`config.mk`:
```
export PLATFORM = sky130hd
export DESIGN_NAME = mac_operand_sequencer
export DESIGN_NICKNAME = d
export VERILOG_FILES = /design/src/rtl/mac_operand_sequencer.sv
export SDC_FILE = /design/constraint.sdc
export NUM_CORES = 1
export LEC_CHECK = 0
export CORE_MARGIN = 1
export CORE_UTILIZATION = 46
export DETAILED_ROUTE_END_ITERATION = 16
export PLACE_DENSITY_LB_ADDON = 0.25
export SLEW_MARGIN = 5
export SYNTH_ARGS = -nofsm -noshare
export SYNTH_HDL_FRONTEND = slang
export SYNTH_SLANG_ARGS = --single-unit
```
`constraint.sdc`:
```
create_clock -name clk_i -period 5.4 [get_ports clk_i]
set_clock_uncertainty 0.05 [all_clocks]
set_input_delay 1.08 -clock clk_i [delete_from_list [all_inputs] [get_ports clk_i]]
set_output_delay 1.08 -clock clk_i [all_outputs]
set_load 0.005 [all_outputs]
```
`src/rtl/mac_operand_sequencer.sv`:
```
// -----------------------------------------------------------------------------
// mac_operand_sequencer
//
// Purpose
//   Sequences one DSP48-style MAC lane through a dot product of len int8
//   activation/weight pairs. It reads both operand buffers, presents the
//   pairs to the MAC with clear / clock-enable / capture strobes, captures
//   the 32-bit accumulated sum, and hands it downstream on a valid/ready port.
//
// Optional feature (macro MAC_SEQ_SAT_EN)
//   Defined   : result_o is the captured sum clamped to the signed OUT_W range
//               (sign-extended to 32 bits); sat_o flags a clamp with
//               result_valid_o.
//   Undefined : result_o is the raw 32-bit sum; sat_o stays 0.
//
// Ports
//   clk_i, rst_i                clock (rising edge), synchronous active-high reset
//   start_i                     start pulse, accepted only in IDLE
//   act_base_i, wgt_base_i      buffer start addresses, latched on start
//   len_i                       number of MAC pairs, latched on start
//   act_rd_o/act_addr_o         activation buffer read strobe / address
//   act_data_i                  activation, valid 1 cycle after act_rd_o
//   wgt_rd_o/wgt_addr_o         weight buffer read strobe / address
//   wgt_data_i                  weight, valid 1 cycle after wgt_rd_o
//   dsp_enable_o                MAC clock enable
//   dsp_valid_o                 MAC output-capture strobe
//   clear_o                     MAC partial-sum clear
//   dsp_input_o, dsp_weight_o   operands A and B to the MAC
//   dsp_output_i                MAC result, valid 1 cycle after dsp_valid_o
//   result_o, result_valid_o,
//   result_ready_i              downstream result handshake
//   busy_o                      high in every state except IDLE
//   sat_o                       result was clamped
//
// Cycle plan (start sampled at the end of cycle 0, len > 0):
//   1               CLEAR    clear_o
//   2 .. len+1      FETCH    buffer reads, addresses advance
//   3 .. len+2      FETCH    operand pairs presented (one per read)
//   len+3 .. +L     DRAIN    zero operands, dsp_valid_o on the last one
//   len+3+L         CAPTURE  dsp_output_i loaded
//   len+4+L         OUTPUT   result_valid_o
// -----------------------------------------------------------------------------
module mac_operand_sequencer #(
    parameter int ADDR_W  = 8,
    parameter int LEN_W   = 8,
    parameter int DSP_LAT = 3,
    parameter int OUT_W   = 16
) (
    input  logic                clk_i,
    input  logic                rst_i,
    input  logic                start_i,
    input  logic [ADDR_W-1:0]   act_base_i,
    input  logic [ADDR_W-1:0]   wgt_base_i,
    input  logic [LEN_W-1:0]    len_i,
    output logic                act_rd_o,
    output logic [ADDR_W-1:0]   act_addr_o,
    input  logic signed [7:0]   act_data_i,
    output logic                wgt_rd_o,
    output logic [ADDR_W-1:0]   wgt_addr_o,
    input  logic signed [7:0]   wgt_data_i,
    output logic                dsp_enable_o,
    output logic                dsp_valid_o,
    output logic                clear_o,
    output logic signed [7:0]   dsp_input_o,
    output logic signed [7:0]   dsp_weight_o,
    input  logic signed [31:0]  dsp_output_i,
    output logic signed [31:0]  result_o,
    output logic                result_valid_o,
    input  logic                result_ready_i,
    output logic                busy_o,
    output logic                sat_o
);

    // The drain counter shares the length counter, so DSP_LAT must fit in it.
    if (DSP_LAT < 1 || DSP_LAT >= (1 << LEN_W)) begin : g_bad_dsp_lat
        $error("DSP_LAT out of range for LEN_W");
    end
    if (OUT_W < 2 || OUT_W > 32) begin : g_bad_out_w
        $error("OUT_W must be within 2..32");
    end

    typedef enum logic [2:0] {
        ST_IDLE,
        ST_CLEAR,
        ST_FETCH,
        ST_DRAIN,
        ST_CAPTURE,
        ST_OUTPUT
    } state_t;

    localparam logic [LEN_W-1:0] DRAIN_LAST = LEN_W'(DSP_LAT - 1);

    state_t               state_q;
    logic [ADDR_W-1:0]    act_addr_q;
    logic [ADDR_W-1:0]    wgt_addr_q;
    logic [LEN_W-1:0]     len_q;
    logic [LEN_W-1:0]     cnt_q;
    logic                 rd_q;
    logic                 op_vld_q;
    logic                 dsp_enable_q;
    logic                 dsp_valid_q;
    logic                 clear_q;
    logic signed [31:0]   result_q;
    logic                 result_valid_q;
    logic                 sat_q;

    logic [LEN_W:0]       cnt_inc_d;
    logic signed [31:0]   capture_val_d;
    logic                 capture_sat_d;

    assign cnt_inc_d = {1'b0, cnt_q} + 1'b1;

`ifdef MAC_SEQ_SAT_EN
    localparam logic signed [31:0] SAT_MAX = (32'sd1 <<< (OUT_W - 1)) - 32'sd1;
    localparam logic signed [31:0] SAT_MIN = -(32'sd1 <<< (OUT_W - 1));

    always_comb begin
        capture_val_d = dsp_output_i;
        capture_sat_d = 1'b0;
        if (dsp_output_i > SAT_MAX) begin
            capture_val_d = SAT_MAX;
            capture_sat_d = 1'b1;
        end else if (dsp_output_i < SAT_MIN) begin
            capture_val_d = SAT_MIN;
            capture_sat_d = 1'b1;
        end
    end
`else
    assign capture_val_d = dsp_output_i;
    assign capture_sat_d = 1'b0;
`endif

    always_ff @(posedge clk_i) begin
        if (rst_i) begin
            state_q        <= ST_IDLE;
            act_addr_q     <= '0;
            wgt_addr_q     <= '0;
            len_q          <= '0;
            cnt_q          <= '0;
            rd_q           <= 1'b0;
            op_vld_q       <= 1'b0;
            dsp_enable_q   <= 1'b0;
            dsp_valid_q    <= 1'b0;
            clear_q        <= 1'b0;
            result_q       <= '0;
            result_valid_q <= 1'b0;
            sat_q          <= 1'b0;
        end else begin
            // Buffer data shows up the cycle after its read strobe.
            op_vld_q <= rd_q;

            case (state_q)
                ST_IDLE: begin
                    if (start_i) begin
                        act_addr_q <= act_base_i;
                        wgt_addr_q <= wgt_base_i;
                        len_q      <= len_i;
                        if (len_i == '0) begin
                            // Empty vector: nothing to accumulate, report 0.
                            result_q       <= '0;
                            sat_q          <= 1'b0;
                            result_valid_q <= 1'b1;
                            state_q        <= ST_OUTPUT;
                        end else begin
                            clear_q <= 1'b1;
                            state_q <= ST_CLEAR;
                        end
                    end
                end

                ST_CLEAR: begin
                    clear_q <= 1'b0;
                    rd_q    <= 1'b1;
                    cnt_q   <= '0;
                    state_q <= ST_FETCH;
                end

                ST_FETCH: begin
                    if (rd_q) begin
                        // Addresses wrap naturally at 2^ADDR_W.
                        act_addr_q   <= act_addr_q + 1'b1;
                        wgt_addr_q   <= wgt_addr_q + 1'b1;
                        cnt_q        <= cnt_inc_d[LEN_W-1:0];
                        rd_q         <= (cnt_inc_d < {1'b0, len_q});
                        dsp_enable_q <= 1'b1;
                    end else begin
                        // Reads are done and the final pair is on the MAC
                        // inputs this cycle; flush the pipeline with zeros.
                        cnt_q        <= '0;
                        dsp_enable_q <= 1'b1;
                        dsp_valid_q  <= (DSP_LAT == 1);
                        state_q      <= ST_DRAIN;
                    end
                end

                ST_DRAIN: begin
                    if (cnt_q == DRAIN_LAST) begin
                        dsp_enable_q <= 1'b0;
                        dsp_valid_q  <= 1'b0;
                        state_q      <= ST_CAPTURE;
                    end else begin
                        cnt_q       <= cnt_inc_d[LEN_W-1:0];
                        dsp_valid_q <= (cnt_inc_d == {1'b0, DRAIN_LAST});
                    end
                end

                ST_CAPTURE: begin
                    result_q       <= capture_val_d;
                    sat_q          <= capture_sat_d;
                    result_valid_q <= 1'b1;
                    state_q        <= ST_OUTPUT;
                end

                ST_OUTPUT: begin
                    // start_i is deliberately not looked at here, even on
                    // the handshake cycle.
                    if (result_ready_i) begin
                        result_valid_q <= 1'b0;
                        sat_q          <= 1'b0;
                        state_q        <= ST_IDLE;
                    end
                end

                default: state_q <= ST_IDLE;
            endcase
        end
    end

    assign act_rd_o       = rd_q;
    assign wgt_rd_o       = rd_q;
    assign act_addr_o     = act_addr_q;
    assign wgt_addr_o     = wgt_addr_q;
    // The buffers' output registers act as the operand registers; gating with
    // the delayed strobe feeds the MAC zeros whenever no pair is in flight.
    assign dsp_input_o    = op_vld_q ? act_data_i : 8'sd0;
    assign dsp_weight_o   = op_vld_q ? wgt_data_i : 8'sd0;
    assign dsp_enable_o   = dsp_enable_q;
    assign dsp_valid_o    = dsp_valid_q;
    assign clear_o        = clear_q;
    assign result_o       = result_q;
    assign result_valid_o = result_valid_q;
    assign busy_o         = (state_q != ST_IDLE);
    assign sat_o          = sat_q;

endmodule

```
; Word-level counts from Yosys, hierarchy flattened
; Cells that the tools add are included.
[op_classes]
addsub = 3
multipliers = 0
n_div = 0
n_lt_le_gt_ge = 1
n_eq_ne = 15
shifts = 0
muxes = 37
bitwise = 0
n_reduce_logical = 19
[op_table]
columns = op, count
row1 = two-way mux 32 bit, 2
row2 = two-way mux 8 bit, 8
row3 = one-hot mux 32 bit (2 select lines), 1
row4 = one-hot mux 8 bit (2 select lines), 2
row5 = one-hot mux 8 bit (3 select lines), 1
row6 = one-hot mux 3 bit (6 select lines), 1
row7 = adder 8 x 1 -> 8 bit (second input constant), 2
row8 = != test 2 bit (second input constant), 8
row9 = two-way mux 3 bit, 5
row10 = two-way mux 1 bit, 11
row11 = nonzero test 2 bit, 5
row12 = adder 8 x 1 -> 9 bit (second input constant), 1
row13 = equality test 9 x 2 -> 1 bit (second input constant), 1
row14 = less-than comparator 9 x 8 -> 1 bit, 1
row15 = AND reduction 3 bit, 3
row16 = nonzero test 3 bit, 3
row17 = equality test 8 x 2 -> 1 bit (second input constant), 1
row18 = logical NOT 8 bit, 1
row19 = one-hot mux 1 bit (2 select lines), 4
row20 = AND reduction 2 bit, 4
row21 = AND reduction 4 bit, 2
row22 = equality test 3 x 2 -> 1 bit (second input constant), 2
row23 = equality test 3 bit (second input constant), 2
row24 = one-hot mux 1 bit (3 select lines), 2
row25 = other kinds (2), 2
[word_totals]
ff_bits = 74
latchBits = 0
mem_bits_rw = 0
romBits = 0
inputBits = 76
out_inout_bits = 72
elab_cells = 88
n_memories = 0

; Longest topological paths before layout
[depth]
word_depth = 4
depth_mapped = 9

; Worst setup path before layout
; No wires, ideal clock.
[synth_path]
kind = in2out
startpoint = input act_data_i[0]
endpoint = output dsp_input_o[0]
arrival_time_ns = 1.223
setup_slack_ns = 3.047
stages = 1
n_path_buf = 0
cell_sequence = and2_1
[synth_between]
elab_chain_cells = 1
[synth_lines]
columns = item, line_no
row1 = "start, declared", 57  ; input logic signed [7:0] act_data_i,
row2 = two-way mux 8 bit, 235  ; assign dsp_input_o = op_vld_q ? act_data_i : 8'sd0;
row3 = "end, declared", 64  ; output logic signed [7:0] dsp_input_o,
; No other way between the ends.

; Worst setup path in the final report
[layout_path]
startpoint = input act_data_i[1]
endpoint = output dsp_input_o[1]
; The elaborated chain is that of the path after synthesis.

==> impl_metrics.env <==
export IMPL_io_pins=148
export IMPL_async_reset_ff_share_pct=0
export IMPL_firstDrtPassIters=5
export IMPL_finalHoldViolCount=0
export IMPL_r2r_cells=6
export IMPL_critPathLaunchType="input pin"
export IMPL_cts_clk_slew_worst_paths_ns=0.08
export IMPL_drt_total_wl_um=9360
export IMPL_area_growth_synth_to_final_pct=47.2
export IMPL_start_util_pct=47.9
export IMPL_antenna_cells=0
export IMPL_synth_area_leaders="dfxtp_1 (42%), a22oi_1 (7.3%), nor2_1 (5.9%), nand2_1 (5.1%), a21oi_1 (4.3%)"
export IMPL_hold_buffers=0
export IMPL_ant_nets=0
export IMPL_crit_path_frequent_cell="clkdlybuf4s50_1"
export IMPL_synth_top_area_cell="dfxtp_1"
export IMPL_rsz0062_at_grt="no"
export IMPL_worst_r2r_setup_slack_ns=2.94
export IMPL_gp_congestion=0.797
export IMPL_die_area_um2=7990
export IMPL_path_depth=3
export IMPL_crit_start="act_data_i[1]"
export IMPL_tritoncts="done"
export IMPL_pwr_density_cell_nw_per_um2=342
export IMPL_post_synth_top_area_fraction_pct=41.6
export IMPL_worst_path_max_delay_cell="clkdlybuf4s50_1"
export IMPL_first_iter_violations=223
export IMPL_tns_ns=0
export IMPL_whs_ns=0.401
export IMPL_cp_max_fo=1
export IMPL_syn_instance_count=435
export IMPL_grt_first_pass_wirelength_um=14400
export IMPL_nNetsFinal=650
export IMPL_final_common_cell="clkdlybuf4s50_1"
export IMPL_layout_cells_most_common_list="clkdlybuf4s50_1 (145), dfxtp_1 (73), nor2_1 (55)"
export IMPL_yosys_warnings=0
export IMPL_clk_insertion_delay_late_ns=0.34
export IMPL_synth_edf_count=0
export IMPL_grt_overflow=0
export IMPL_post_route_util_pct=70.5
export IMPL_htree_levels=3
export IMPL_arrival_ns=2.15
export IMPL_final_setup_viol_count=0
export IMPL_ys_flop_type="dfxtp_1"
export IMPL_critical_path_cell_chain="clkdlybuf4s50_1 > and2_1 > clkdlybuf4s50_1"
export IMPL_num_vias=3613
export IMPL_min_period_ns=3.28
export IMPL_grt_pass1_vias=3175
export IMPL_tightest_slew_ns=1.21
export IMPL_cap_viol_max_count=0
export IMPL_fillers=597
export IMPL_r2r_end="result_o[20]"
export IMPL_hpwl_um=6760
export IMPL_outcome="finished clean"
export IMPL_antenna_found_initial=0
export IMPL_min_period_over_period_pct=60.8
export IMPL_worstPathRequired_ns=4.27
export IMPL_rr_startpoint="state_q[2]"
export IMPL_peakVddDrop_mv=0.169
export IMPL_core_area_um2=7330
export IMPL_drv_slew=0
export IMPL_post_cts_setup_buffer_count=0
export IMPL_critPathCaptureType="output pin"
export IMPL_grt_max_degree=44
export IMPL_total_power_mw=1.77
export IMPL_placed_cell_area_um2=4980
export IMPL_crit_type="input pin to output pin"
export IMPL_grt_usage_pct=23.0
export IMPL_post_cts_resized=0
export IMPL_hp_class="flop to flop"
export IMPL_crit_end="dsp_input_o[1]"
export IMPL_ys_seq_elements=73
export IMPL_ys_types=49
export IMPL_final_cell_area_um2=5170
export IMPL_cts_root_buffer_cell="clkbuf_8"
export IMPL_port_buffers=146
export IMPL_slew_headroom_pct=19.4
export IMPL_syn_area_per_cell_um2=8.07
export IMPL_slowest_delay_ns=0.49
export IMPL_critPathBufInv=2
export IMPL_synth_area_um2=3510
export IMPL_wl_per_cell_um=14.0
export IMPL_crit_family="buffers and inverters"
export IMPL_clock_sinks=73
export IMPL_core_rowCount=31
export IMPL_die_w_um=89.4
export IMPL_yosysSeqAreaShare_pct=41.6
export IMPL_p_leak_nw=1.90
export IMPL_die_height_um=89.4
export IMPL_max_freq_ghz=0.305
export IMPL_syn_nets=522
export IMPL_drive_gt1_share_pct=4.05
export IMPL_cts_made_buffers=9
export IMPL_cts_buffer_depth=2
export IMPL_drc=0
export IMPL_avgViaCountPerCell=5.42
## registers in the layout (all words and copies together) (netlist names), 3 cells and up
register	flops
state_q	3
cnt_q	8
len_q	8
act_addr_o	8
wgt_addr_o	8
result_o	32
## kinds of logic after synthesis
logic type	after synthesis	synth area share [%]
and+or+nand+nor	171	23.1
AOI/OAI and AO/OA	122	23.4
DFF	73	41.6
buffers and inverters	49	5.77
adders and majority gates	12	4.20
xor gates and xnor gates	7	1.75
other	1	0.107
## tightest hold or removal path: cells and delay by family (launching register included)
| kind | cells | cell delay [ns] |
|---|---|---|
| flops | 1 | 0.31 |
| compound gates | 1 | 0.05 |
| buf+inv | 1 | 0.05 |
## stage by stage
step,worst slack [ns],instances
after floorplan,3.05,435
after global placement,2.13,651
after detailed placement,2.05,651
after CTS,2.11,667
after global routing,2.07,667
final,2.12,667
## where the power goes
group	switching, mW	total, mW	internal [mW]
clock network	0.223	0.399	0.176
registers	0.111	0.729	0.617
logic	0.298	0.640	0.342
## Yosys cell counts, drive strengths merged (8+ instances only)
cell    count
a21oi      30
and2       18
a22o        8
dfxtp      73
buf        11
a22oi      34
inv        17
nand2      48
ha         11
nand3      12
nor3       12
o21ai      19
nor2       55
clkbuf     21
## final cells by class
cell class	instances	area (µm²)	area share (%)
clock inverters	7	65.1	1.26
repair buffers	149	1480	28.6
flip-flops and latches	73	1460	28.3
well taps	99	124	2.40
multi-input cells	313	1850	35.8
clock buffers	9	124	2.40
inverters	17	63.8	1.23
## layer usage
metal	vias up	routed length, µm	global-route usage [%]
met5	-	0	0
met4	0	121	7.36
met3	13	537	6.19
met2	113	4680	37.8
met1	1687	4020	29.5
li1	1800	-	-
## worst min path at each step
| stage | start | to | slack, ns | depth (start not counted) |
|---|---|---|---|---|
| after floorplan | len_q[1] | len_q[1] | 0.39 | 2 |
| after global placement | result_valid_o | result_valid_o | 0.38 | 2 |
| after detailed placement | result_valid_o | result_valid_o | 0.39 | 2 |
| after CTS | result_valid_o | result_valid_o | 0.40 | 2 |
| after global routing | len_q[0] | len_q[0] | 0.44 | 2 |
| final | result_valid_o | result_valid_o | 0.40 | 2 |
Power figures use the tool's default switching activity.
